`src/rtl/mul_div_sequencer.sv`:
```
// mul_div_sequencer
//   Sequences 16-bit unsigned shift-add multiply and restoring divide over
//   an external shared 16-bit adder/subtractor
//   (Sum = A + (B ^ Sub) + (Cin ^ Sub)).
//   Each operation takes 16 iterations, then spends one DONE cycle with a
//   Done pulse. A divide by zero skips straight to DONE.
//
// Ports
//   Clk, Rst         clock, synchronous active-high reset
//   Start, Op        request strobe (sampled in IDLE), 0 = mul, 1 = div
//   Op1, Op2         multiplicand/dividend, multiplier/divisor
//   Busy, Done       not-idle flag, one-cycle completion pulse
//   ResultHi/Lo      product[31:16]/[15:0], or remainder/quotient
//   DivByZero        divide with Op2 = 0, valid with Done
//   AddA/AddB/AddCin/AddSub   operands driven to the shared adder
//   AddSum/AddCout            adder results
//
// Configuration
//   MULDIV_DIV_EN    defined: divide supported.
//                    undefined: Op ignored, every request is a multiply,
//                    DivByZero tied to 0.
module mul_div_sequencer (
  input  logic        Clk,
  input  logic        Rst,
  input  logic        Start,
  input  logic        Op,
  input  logic [15:0] Op1,
  input  logic [15:0] Op2,
  output logic        Busy,
  output logic        Done,
  output logic [15:0] ResultHi,
  output logic [15:0] ResultLo,
  output logic        DivByZero,
  output logic [15:0] AddA,
  output logic [15:0] AddB,
  output logic        AddCin,
  output logic        AddSub,
  input  logic [15:0] AddSum,
  input  logic        AddCout
);

  typedef enum logic [1:0] {
    IDLE = 2'd0,
    MUL  = 2'd1,
`ifdef MULDIV_DIV_EN
    DIV  = 2'd2,
`endif
    DONE = 2'd3
  } state_t;

  state_t      state, state_next;
  logic [3:0]  cnt;
  logic [15:0] hi, lo;        // P = {hi, lo} for multiply, R = hi / Q = lo for divide
  logic [15:0] operand2;      // latched multiplier or divisor
  logic [15:0] step_hi, step_lo;
  logic [15:0] result_hi, result_lo;

`ifdef MULDIV_DIV_EN
  logic [15:0] div_t;
  logic        div_ok;
  logic        div_by_zero;
  assign DivByZero = div_by_zero;
`else
  logic unused_op;
  assign unused_op = Op;
  assign DivByZero = 1'b0;
`endif

  assign Busy     = (state != IDLE);
  assign Done     = (state == DONE);
  assign ResultHi = result_hi;
  assign ResultLo = result_lo;

  // Next state, adder operands and the value of one iteration step
  always_comb begin
    state_next = state;
    step_hi    = hi;
    step_lo    = lo;
    AddA       = '0;
    AddB       = '0;
    AddCin     = 1'b0;
    AddSub     = 1'b0;
`ifdef MULDIV_DIV_EN
    div_t      = '0;
    div_ok     = 1'b0;
`endif
    case (state)
      IDLE: begin
        if (Start) begin
`ifdef MULDIV_DIV_EN
          if (!Op)             state_next = MUL;
          else if (Op2 != '0)  state_next = DIV;
          else                 state_next = DONE;
`else
          state_next = MUL;
`endif
        end
      end
      MUL: begin
        if (lo[0]) begin
          AddA = hi;
          AddB = operand2;
          {step_hi, step_lo} = {AddCout, AddSum, lo[15:1]};
        end else begin
          {step_hi, step_lo} = {1'b0, hi, lo[15:1]};
        end
        if (cnt == 4'd15) state_next = DONE;
      end
`ifdef MULDIV_DIV_EN
      DIV: begin
        div_t   = {hi[14:0], lo[15]};
        AddA    = div_t;
        AddB    = operand2;
        AddSub  = 1'b1;
        // hi[15] set means the shifted remainder overflowed 16 bits and is
        // certainly >= divisor even though the 16-bit subtract borrows.
        div_ok  = AddCout | hi[15];
        step_hi = div_ok ? AddSum : div_t;
        step_lo = {lo[14:0], div_ok};
        if (cnt == 4'd15) state_next = DONE;
      end
`endif
      DONE:    state_next = IDLE;
      default: state_next = IDLE;
    endcase
  end

  always_ff @(posedge Clk) begin
    if (Rst) begin
      state     <= IDLE;
      cnt       <= '0;
      hi        <= '0;
      lo        <= '0;
      operand2  <= '0;
      result_hi <= '0;
      result_lo <= '0;
`ifdef MULDIV_DIV_EN
      div_by_zero <= 1'b0;
`endif
    end else begin
      state <= state_next;
      case (state)
        IDLE: begin
          if (Start) begin
            cnt      <= '0;
            hi       <= '0;
            lo       <= Op1;
            operand2 <= Op2;
`ifdef MULDIV_DIV_EN
            div_by_zero <= 1'b0;
            if (Op && (Op2 == '0)) begin
              result_hi   <= Op1;
              result_lo   <= '1;
              div_by_zero <= 1'b1;
            end
`endif
          end
        end
        DONE: ;
        default: begin
          hi  <= step_hi;
          lo  <= step_lo;
          cnt <= cnt + 4'd1;
          // Results are published from the last step so they are valid
          // during the DONE cycle.
          if (cnt == 4'd15) begin
            result_hi <= step_hi;
            result_lo <= step_lo;
          end
        end
      endcase
    end
  end

endmodule

```
`config.mk`:
```
export PLATFORM = sky130hd
export DESIGN_NAME = mul_div_sequencer
export DESIGN_NICKNAME = d
export VERILOG_FILES = /design/src/rtl/mul_div_sequencer.sv
export SDC_FILE = /design/constraint.sdc
export NUM_CORES = 1
export LEC_CHECK = 0
export BUFFER_PORTS_ARGS = -buffer_cell sky130_fd_sc_hd__buf_4
export CAP_MARGIN = 10
export CORE_MARGIN = 3
export CORE_UTILIZATION = 50
export DETAILED_ROUTE_END_ITERATION = 10
export GPL_TIMING_DRIVEN = 0
export PLACE_DENSITY = 0.9
export SLEW_MARGIN = 25
export SYNTH_ARGS = -nofsm -noshare
export SYNTH_HDL_FRONTEND = slang
export SYNTH_SLANG_ARGS = --single-unit
```
`constraint.sdc`:
```
create_clock -name Clk -period 1.8 [get_ports Clk]
set_input_delay 0.09 -clock Clk [delete_from_list [all_inputs] [get_ports Clk]]
set_output_delay 0.09 -clock Clk [all_outputs]
set_load 0.005 [all_outputs]
```
# After elaboration in Yosys (flattened, before gate mapping)
# Cells that the tools add are included.
[totals] reg_bits=86 inputBits=53 out_inout_bits=69 word_cells=39
[op_classes] n_addsub=1 eq_ne=5 mux=17 bitwise_logic=2 reduce_logical=7
[ops] operator="$mux W16" n=10
[ops] operator="$pmux W16 S2" n=2
[ops] operator="$pmux W4 S2" n=1
[ops] operator="$reduce_and A2 Y1" n=4
[ops] operator="$add A4 B1 Y4 const B" n=1
[ops] operator="$eq A4 B4 Y1 const B" n=1
[ops] operator="$mux W2" n=2
[ops] operator="$mux W4" n=1
[ops] operator="$ne A2 B2 Y1 const B" n=2
[ops] operator="$pmux W2 S2" n=1
[ops] operator="$eq A2 B1 Y1 const B" n=1
[ops] operator="$eq A2 B2 Y1 const B" n=1
[ops] operator="$logic_not A2 Y1" n=1
[ops] operator="$not A1 Y1" n=2
[ops] operator="$reduce_bool A2 Y1" n=1
[ops] operator="$reduce_or A2 Y1" n=1

# Depth between registers and ports, before layout
# Gate-level depths: netlist of run 1.
[depth] word_depth=4 ltp_mapped=8 ltp_nobuf=6

# Least setup slack after synthesis of run 1
# No wires, ideal clock.
[synth_path] kind="flip-flop to flip-flop" from="reg state[0]" to="reg hi[15]" setup_time_ps=70 t_arrival_ps=1611 path_slack_ps=119 stages_incl_launch_ff=8 path_cell_list="dfxtp_1 > inv_1 > ha_1 > nor2b_4 > or2_1 > buf_6 > or3_1 > a21oi_1"
[synth_via] elab_chain_cells=3
[synth_rtl] item="from (decl)" line="51" text="state_t state, state_next;"
[synth_rtl] item="from (signal assigned)" line="141" text="state <= state_next;"
[synth_rtl] item="$eq A2 B1 Y1, or another cell as far along" line="87" text="case (state)"
[synth_rtl] item="$mux W16, or another cell as far along" line="87"
[synth_rtl] item="$pmux W16 S2 or $reduce_and A2 Y1 (tied branches)"
[synth_rtl] item="to (signal assigned)" line="161" text="hi <= step_hi;"
[synth_rtl] item="to (decl)" line="53" text="logic [15:0] hi, lo;"
# Parallel ways exist; a longest one is shown, timed or not.
# A chain may end at the register's enable or synchronous reset.

# Worst setup path in the final report of run 1
[layout_path] from="reg state[0]" to="reg lo[0]"
[layout_via] elab_chain_cells=3
[layout_rtl] item="$eq A2 B1 Y1, or another cell as far along" line="87"
[layout_rtl] item="$mux W16, or another cell as far along" line="87"
[layout_rtl] item="$pmux W16 S2 or $reduce_and A2 Y1 (tied branches)"
[layout_rtl] item="to (signal assigned)" line="147" text="lo <= Op1;"
[layout_rtl] item="to (signal assigned)" line="162" text="lo <= step_lo;"
[layout_rtl] item="to (decl)" line="53"
# Parallel ways exist; a longest one is shown, timed or not.

==> flow_summary.json, run 1 <==
{
  "seq_area_frac_synth": 0.4231,
  "numCtsBuffers": 9,
  "synth-edff-count": 0,
  "drt_pass1_iterations": 5,
  "wl_um": 12500,
  "avgSynthCellArea_um2": 8.122,
  "worst_pin_slew_ns": 0.5999,
  "synth_flop_cell": "dfxtp_1",
  "finalNetCount": 703,
  "rsz0062_at_grt": "true",
  "clk_latency_ns": 0.36,
  "cts_sinks": 86,
  "status": "completed",
  "area_delta_synth_final_pct": 36.04,
  "design_area_um2": 5535,
  "required_ns": 2.07,
  "ant_nets": 0,
  "crit_arrival_ns": 2.03,
  "place_area_um2": 5075,
  "start_kind": "register",
  "antenna_found_initial": 0,
  "hold_ws_ns": 0.01183,
  "gp_congestion": 0.9106,
  "max_clock_freq_mhz": 568.6,
  "drive_above_1_share": 0.2747,
  "synth_top_area_cell": "dfxtp_1",
  "slew_headroom": 0.5991,
  "post-route-period-util": 0.9770,
  "antenna-diode-count": 0,
  "pin_count": 122,
  "path_clk_slew_ns": 0.08,
  "drc": 0,
  "final_max_slew_viol_count": 0,
  "hpwl_um": 8456,
  "die_y_um": 96.21,
  "grt_usage": 0.2554,
  "avgRoutedWirePerCell_um": 16.67,
  "root_buffer": "clkbuf_8",
  "grt_max_degree": 14,
  "grt.overflow.total": 0,
  "initial_utilization": 0.5212,
  "tns_ns": 0,
  "endpoint": "lo[0]",
  "grt_pass1_wl_um": 18590,
  "most-common-layout-cells": "buf_4 (127), nand2_1 (110), dfxtp_1 (84), a21oi_1 (66), and3_1 (33)",
  "hold_viol_final": 0,
  "core_region_area_um2": 7807,
  "switchingPower_w": 0.001369,
  "rows": 32,
  "io_buffers": 116,
  "cts_buffer_depth": 2,
  "ys_top_cells_by_area": "dfxtp_1 (42%), nand2_1 (10%), a21oi_1 (8.1%), mux2i_1 (7.6%), o211ai_1 (5.5%)",
  "cts_max_level": 3,
  "cellLeakagePower_nw": 2.359,
  "irDropWorstVdd_uv": 456.5,
  "intPower_w": 0.003186,
  "setup_viol": 0,
  "end_kind": "register",
  "hp-class": "in2reg",
  "die_w_um": 96.21,
  "synth_cells": 501,
  "drtIter0Drc": 385,
  "post-route-min-period_ns": 1.759,
  "fin_skew_ns": 0.01142,
  "crit_fanout": 10,
  "synth_cell_types": 34,
  "synth_top_area_frac": 0.4231,
  "swShare": 0.3006,
  "seqPwrFrac": 0.457,
  "r2r_cells": 8,
  "synthArstFlopShare": 0,
  "power.density_nw_per_um2": 822.8,
  "crit_type": "reg2reg",
  "ff2ff_setup_slack_ns": 0.04,
  "final_common_cell": "buf_4",
  "vias_per_cell": 5.752,
  "synth_warnings": 0,
  "syn_area_um2": 4069,
  "pwr-share-clk": 0.309,
  "cap_violations": 0,
  "r2r-end": "lo[0]",
  "timing.rr.start": "state[0]",
  "tritoncts": "done",
  "p_comb_frac": 0.233,
  "grt_pass1_vias": 3982,
  "vias": 4314,
  "synth-seq-cells": 86,
  "dieArea_um2": 9256,
  "startpoint": "state[0]"
}
==> layout make-up <==
type                    instances  area (um2)
plain buffers                  48       291.5
flip-flops and latches         86        1727
inverters                       5       18.77
repair buffers                132        1028
well taps                     102       127.6
fillers                       584        2272
clock buffers                  12       165.2
multi-input cells             362        2135
clock inverters                 3       42.54
==> power groups by stage <==
stage | Clock, W | Combinational [W] | Sequential (W)
4_1_cts | 0.00141 | 0.000990 | 0.00208
3_3_place_gp | 0 | 0.000894 | 0.00211
2_1_floorplan | 0 | 0.000640 | 0.00210
5_1_grt | 0.00148 | 0.00114 | 0.00209
6_report | 0.00141 | 0.00106 | 0.00208
3_5_place_dp | 0 | 0.000924 | 0.00212
==> critical path, cell delays in order, from the launching register on <==
cell and delay (ns):
dfxtp_4 0.37, inv_1 0.13, ha_4 0.19, nor2b_4 0.21, or2_1 0.14, buf_6 0.14
clkbuf_4 0.21, nand2_1 0.10, a21oi_1 0.20
==> state kept, by name (all words and copies together), names as in the netlist <==
signal    flops
cnt           4
hi           16
operand2     16
ResultLo     16
state         2
lo           16
ResultHi     16
==> metrics by stage <==
stage               total power (W)  cells  setup WS, ns  utilization
floorplan                  0.002737    503        0.1189            -
global route               0.004719    750      -0.07225       0.7090
detailed placement         0.003042    721       -0.1680       0.6500
global placement           0.003005    721      -0.08321       0.6500
CTS                        0.004475    750       0.01298       0.7022
finish                     0.004554    750       0.04137       0.7090
==> Yosys cell counts, types with 3 or more instances <==
master     number
and3_1         33
clkbuf_1       25
nor2_1         26
buf_4           5
o211ai_1       30
mux2i_1        31
o2111ai_1      15
buf_2          16
buf_1           3
ha_1            6
nand3_1         3
a211oi_1       17
dfxtp_1        86
inv_1           4
nand2_1       110
a21oi_1        66
nor3_1          4
==> metal layers <==
metal,vias up,GRT usage,share of wire
li1,2043,-,-
met1,2029,0.3183,0.39
met2,205,0.4273,0.49
met3,37,0.05551,0.084
met4,0,0.1007,0.030
met5,-,0,0
==> worst min-delay path by stage <==
| stage | startpoint | endpoint | depth (start not counted) |
|---|---|---|---|
| 6_report | Op2[1] | operand2[1] | 3 |
| 5_1_grt | Op1[10] | lo[10] | 3 |
| 4_1_cts | Op2[1] | operand2[1] | 3 |
| 3_5_place_dp | Op2[12] | operand2[12] | 3 |
| 3_3_place_gp | Op2[12] | operand2[12] | 3 |
| 2_1_floorplan | Op2[0] | operand2[0] | 2 |
==> timing repair <==
item | 4_1_cts | 5_1_grt
hold buffers | 15 | 0
resized for setup | 23 | 26
hold endpoints to repair | 15 | 0
setup endpoints to repair | 77 | 83
buffers inserted | 0 | 1
pin swaps | 0 | 0
==> logic make-up (layout without fill, tap and decap cells) <==
logic type / after synthesis / in the layout / share of synthesized area
muxes: 33 / 33 / 0.08180
DFF: 86 / 86 / 0.4231
other: 1 / 3 / 0.0009216
buffers and inverters: 55 / 200 / 0.06212
and+or+nand+nor: 186 / 186 / 0.2026
adders and majority gates: 6 / 6 / 0.01845
AOI/OAI and AO/OA: 134 / 134 / 0.2110
Power figures use the tool's default switching activity.
==> run 2, diff against run 1 <==
CORE_UTILIZATION = 52   (was 50)
PLACE_DENSITY = 0.92   (was 0.9)
==> run 2 against run 1 <==
Register-to-register slack about the same; via count up 3.0%; cell count down 0.40%; global-route usage up 2.3 points; die area down 3.6%; sequential share of layout area up 0.055 points; sequential cell count unchanged.
==> flow_summary.json, run 2 (synthesized netlist as in run 1, its figures left out) <==
{
  "power.density_nw_per_um2": 834.3,
  "clk_latency_ns": 0.37,
  "grt_usage": 0.2787,
  "avgRoutedWirePerCell_um": 17.01,
  "slew_headroom": 0.5980,
  "fillers": 498,
  "crit_type": "reg2out",
  "grt_max_degree": 14,
  "end_kind": "primary output",
  "path_clk_slew_ns": 0.08,
  "cpLargestDelayFamily": "buffers and inverters",
  "required_ns": 1.71,
  "pin_count": 122,
  "path_depth": 6,
  "cp_slowest_cell": "dfxtp_1",
  "numCtsBuffers": 9,
  "drt_pass1_iterations": 6,
  "post-place-ws_ns": -0.1300,
  "final_common_cell": "buf_4",
  "rsz0062_at_grt": "true",
  "fin_util": 0.7453,
  "intPower_w": 0.003210,
  "post-route-period-util": 0.9695,
  "drive_above_1_share": 0.2685,
  "cts_max_level": 3,
  "most-common-layout-cells": "buf_4 (127), nand2_1 (110), dfxtp_1 (85), a21oi_1 (66), and3_1 (33)",
  "core_region_area_um2": 7408,
  "hpwl_um": 8661,
  "cts_sinks": 86,
  "root_buffer": "clkbuf_8",
  "hold_path_depth": 3,
  "drtIter0Drc": 460,
  "finalNetCount": 703,
  "vias_per_cell": 5.949,
  "ff2ff_setup_slack_ns": 0.05,
  "min_from": "Op1[6]",
  "r2r-end": "lo[0]",
  "tritoncts": "done",
  "final_max_slew_viol_count": 0,
  "tns_ns": 0,
  "grt.overflow.total": 0,
  "cellLeakagePower_nw": 2.363,
  "status": "completed",
  "min_to": "lo[6]",
  "grt_pass1_wl_um": 19480,
  "crit_fanout": 10,
  "worst-path-buf-inv": 4,
  "pwr-share-clk": 0.315,
  "wl_um": 12700,
  "post-route-min-period_ns": 1.745,
  "fin_skew_ns": 0.01439,
  "max_clock_freq_mhz": 573.0,
  "rows": 31,
  "area_delta_synth_final_pct": 35.70,
  "post-cts-setup-buffers": 0,
  "start_kind": "register",
  "hold_viol_final": 0,
  "setup_viol": 0,
  "r2r_cells": 8,
  "die_y_um": 94.46,
  "swShare": 0.3032,
  "fin_total_pwr_w": 0.004606,
  "dieArea_um2": 8922,
  "p_comb_frac": 0.233,
  "path_cells": "inv_2, ha_2, buf_6, buf_6, and3_1, buf_4",
  "worst_pin_slew_ns": 0.6015,
  "seqPwrFrac": 0.452,
  "antenna-diode-count": 0,
  "ant_nets": 0,
  "irDropWorstVdd_uv": 558.6,
  "die_w_um": 94.46,
  "vias": 4444,
  "crit_top_cell": "buf_6",
  "initial_utilization": 0.5492,
  "crit_arrival_ns": 1.66,
  "drc": 0,
  "timing.rr.start": "state[0]",
  "hold_ws_ns": 0.02326,
  "final.setup.worst_slack_ns": 0.05491,
  "cap_violations": 0,
  "hp-class": "in2reg",
  "antenna_found_initial": 0,
  "cts_buffer_depth": 2,
  "grt_pass1_vias": 4116,
  "gp_congestion": 0.8770,
  "max_stage_delay_ns": 0.33,
  "switchingPower_w": 0.001397,
  "io_buffers": 116
}
## run 2: cell count changes in the layout (fill, tap and decap cells not counted), sizes merged
cell	previous run	this run
clkbuf	34	31
clkinv	1	3
bufinv	1	2
clkinvlp	1	0
dlygate4sd3	15	16
## run 2: worst max-delay path by stage
stage | start | to | slack, ns
after CTS | lo[0] | AddB[10] | 0.01
after global placement | state[1] | AddA[2] | -0.07
after detailed placement | state[1] | AddA[2] | -0.13
after global routing | state[1] | AddA[2] | -0.03
after floorplan | state[0] | hi[15] | 0.12
final | state[1] | AddA[2] | 0.05
## run 2: routing by layer
metal,global-route usage,part of all wire,vias up
met5,0,0,-
met2,0.4817,0.50,275
met1,0.3221,0.38,2059
met3,0.07809,0.088,64
li1,-,-,2046
met4,0.1190,0.034,0
## run 2: metrics by stage
step | instances | instance area [um2]
floorplan | 503 | 4076
global placement | 718 | 5071
detailed placement | 718 | 5071
CTS | 748 | 5474
global route | 747 | 5522
finish | 747 | 5522
## run 2: worst min-delay path, stage by stage
cell and delay [ns]:
buf_4 0.08, o211ai_1 0.07, a21oi_1 0.12
## run 2: power by group through the flow
stage / Clock, W / Sequential (W) / Combinational [W]
after floorplan: 0 / 0.00210 / 0.000640
after detailed placement: 0 / 0.00212 / 0.000932
final: 0.00145 / 0.00208 / 0.00107
after global routing: 0.00154 / 0.00209 / 0.00115
after CTS: 0.00145 / 0.00208 / 0.00100
after global placement: 0 / 0.00211 / 0.000895
## run 2: cell type report
type,instances,area [um2],area share
clock inverter,5,75.07,0.01360
inverter,5,18.77,0.003399
timing repair buffer,132,1031,0.1867
tap,99,123.9,0.02243
multi-input combinational,362,2122,0.3843
sequential,86,1725,0.3125
clock buffer,10,127.6,0.02311
buffer,48,297.8,0.05393
## run 2: repair_timing
action	in CTS	in global routing
cloned	0	0
pin swaps	0	0
hold buffers	16	0
endpoints found under the setup margin	78	73
resized for setup	22	29
hold endpoints to repair	16	0
==> run 3, diff against run 2 <==
GPL_ROUTABILITY_DRIVEN = 0   (was default)
RECOVER_POWER = 50   (was default)
==> run 3 against run 2 <==
Sequential cell count is the same; largest power group unchanged; cell count unchanged; sequential share of layout area is essentially flat; die area is the same; via count down 0.29%; sequential power about the same; clock-buffer cell count stayed put; routed wire length barely moved; critical endpoint unchanged; non-clock buffer count unchanged; highest routed layer unchanged; critical path type unchanged; critical path depth stayed put; clock power barely moved; register-to-register slack barely moved.
==> flow_summary.json, run 3 (synthesized netlist as in run 1, its figures left out) <==
{
  "cellLeakagePower_nw": 2.337,
  "tritoncts": "done",
  "status": "completed",
  "most-common-layout-cells": "nand2_1 (110), buf_4 (95), dfxtp_1 (85), a21oi_1 (66)",
  "hold_viol_final": 0,
  "vias_per_cell": 5.932,
  "drive_above_1_share": 0.2654,
  "die_y_um": 94.46,
  "drtIter0Drc": 516,
  "hold_path_depth": 3,
  "post-place-ws_ns": -0.1300,
  "core_region_area_um2": 7408,
  "worst_pin_slew_ns": 0.6030,
  "post-route-period-util": 0.9707,
  "final_common_cell": "nand2_1",
  "drt_pass1_iterations": 5,
  "initial_utilization": 0.5492,
  "root_buffer": "clkbuf_8",
  "finalNetCount": 703,
  "die_w_um": 94.46,
  "path_clk_slew_ns": 0.08,
  "ff2ff_setup_slack_ns": 0.06,
  "timing.rr.start": "state[1]",
  "final_max_slew_viol_count": 0,
  "hpwl_um": 8661,
  "required_ns": 1.71,
  "crit_type": "reg2out",
  "power.density_nw_per_um2": 834.8,
  "pin_count": 122,
  "start_kind": "register",
  "fin_total_pwr_w": 0.004603,
  "design_area_um2": 5514,
  "area_delta_synth_final_pct": 35.52,
  "vias": 4431,
  "numCtsBuffers": 9,
  "crit_arrival_ns": 1.66,
  "r2r-end": "lo[5]",
  "io_buffers": 116,
  "post-route-min-period_ns": 1.747,
  "setup_viol": 0,
  "grt_pass1_wl_um": 19480,
  "cts_buffer_depth": 2,
  "cts_max_level": 3,
  "rows": 31,
  "clk_latency_ns": 0.37,
  "wl_um": 12710,
  "max_clock_freq_mhz": 572.3,
  "grt_max_degree": 14,
  "antenna_found_initial": 0,
  "grt_usage": 0.2787,
  "irDropWorstVdd_uv": 559.4,
  "antenna-diode-count": 0,
  "fin_util": 0.7443,
  "hold_ws_ns": 0.02270,
  "avgRoutedWirePerCell_um": 17.01,
  "grt.overflow.total": 0,
  "fin_skew_ns": 0.01318,
  "grt_pass1_vias": 4116,
  "drc": 0,
  "ant_nets": 0,
  "slew_headroom": 0.5970,
  "place_area_um2": 5071,
  "crit_fanout": 10,
  "min_from": "Op1[6]",
  "rsz0062_at_grt": "true",
  "cap_violations": 0,
  "final.setup.worst_slack_ns": 0.05270,
  "dieArea_um2": 8922,
  "cts_sinks": 86,
  "hp-class": "in2reg",
  "r2r_cells": 7,
  "end_kind": "primary output",
  "min_to": "lo[6]"
}
==> run 3: cell count changes in the layout (fill, tap and decap cells not counted), sizes merged <==
cell / before / now
buf: 143 / 111
clkbuf: 31 / 63
==> run 3: worst max path at each step <==
| stage | start | end | cells past startpoint |
|---|---|---|---|
| final | state[1] | AddA[2] | 6 |
| after global placement | state[1] | AddA[2] | 7 |
| after floorplan | state[0] | hi[15] | 7 |
| after CTS | lo[0] | AddB[10] | 5 |
| after global routing | state[1] | AddA[2] | 6 |
| after detailed placement | state[1] | AddA[2] | 7 |
==> run 3: where the power goes <==
part           total [W]  internal (W)  leakage, nW  switching, W
registers        0.00208       0.00200        0.700     0.0000815
clock network    0.00144      0.000767        0.106      0.000677
logic            0.00107      0.000440         1.53      0.000635
==> run 3: metrics by stage <==
stage	setup TNS, ns	cells
floorplan	0	503
global placement	-0.07554	718
finish	0	747
global route	-0.05738	747
detailed placement	-1.846	718
CTS	0	748
==> run 3: repair_timing <==
action                                 in CTS  in global routing
gates cloned                                0                  0
buffers inserted                            0                  0
hold buffers                               16                  0
resized for setup                          22                 29
endpoints found under the hold margin      16                  0
setup endpoints to repair                  78                 73
==> run 3: area by class of cell <==
class | instances | area (um2)
Multi-Input combinational cell | 362 | 2122
Sequential cell | 86 | 1725
Timing Repair Buffer | 132 | 1023
Buffer | 48 | 297.8
Inverter | 5 | 18.77
Fill cell | 502 | 1894
Clock buffer | 10 | 127.6
Tap cell | 99 | 123.9
Clock inverter | 5 | 75.07
==> run 3: per-layer routing <==
metal  vias up  routed length [um]  global-route usage
met3        42                1165             0.07809
met5         -                   0                   0
met1      2079                4823              0.3221
li1       2051                   -                   -
met4         0                 369              0.1190
met2       259                6350              0.4817
==> run 3: critical path, stage by stage (launching register included) <==
cell,delay (ns)
dfxtp_1,0.33
inv_2,0.11
ha_2,0.27
buf_6,0.17
buf_6,0.15
and3_1,0.17
buf_4,0.11
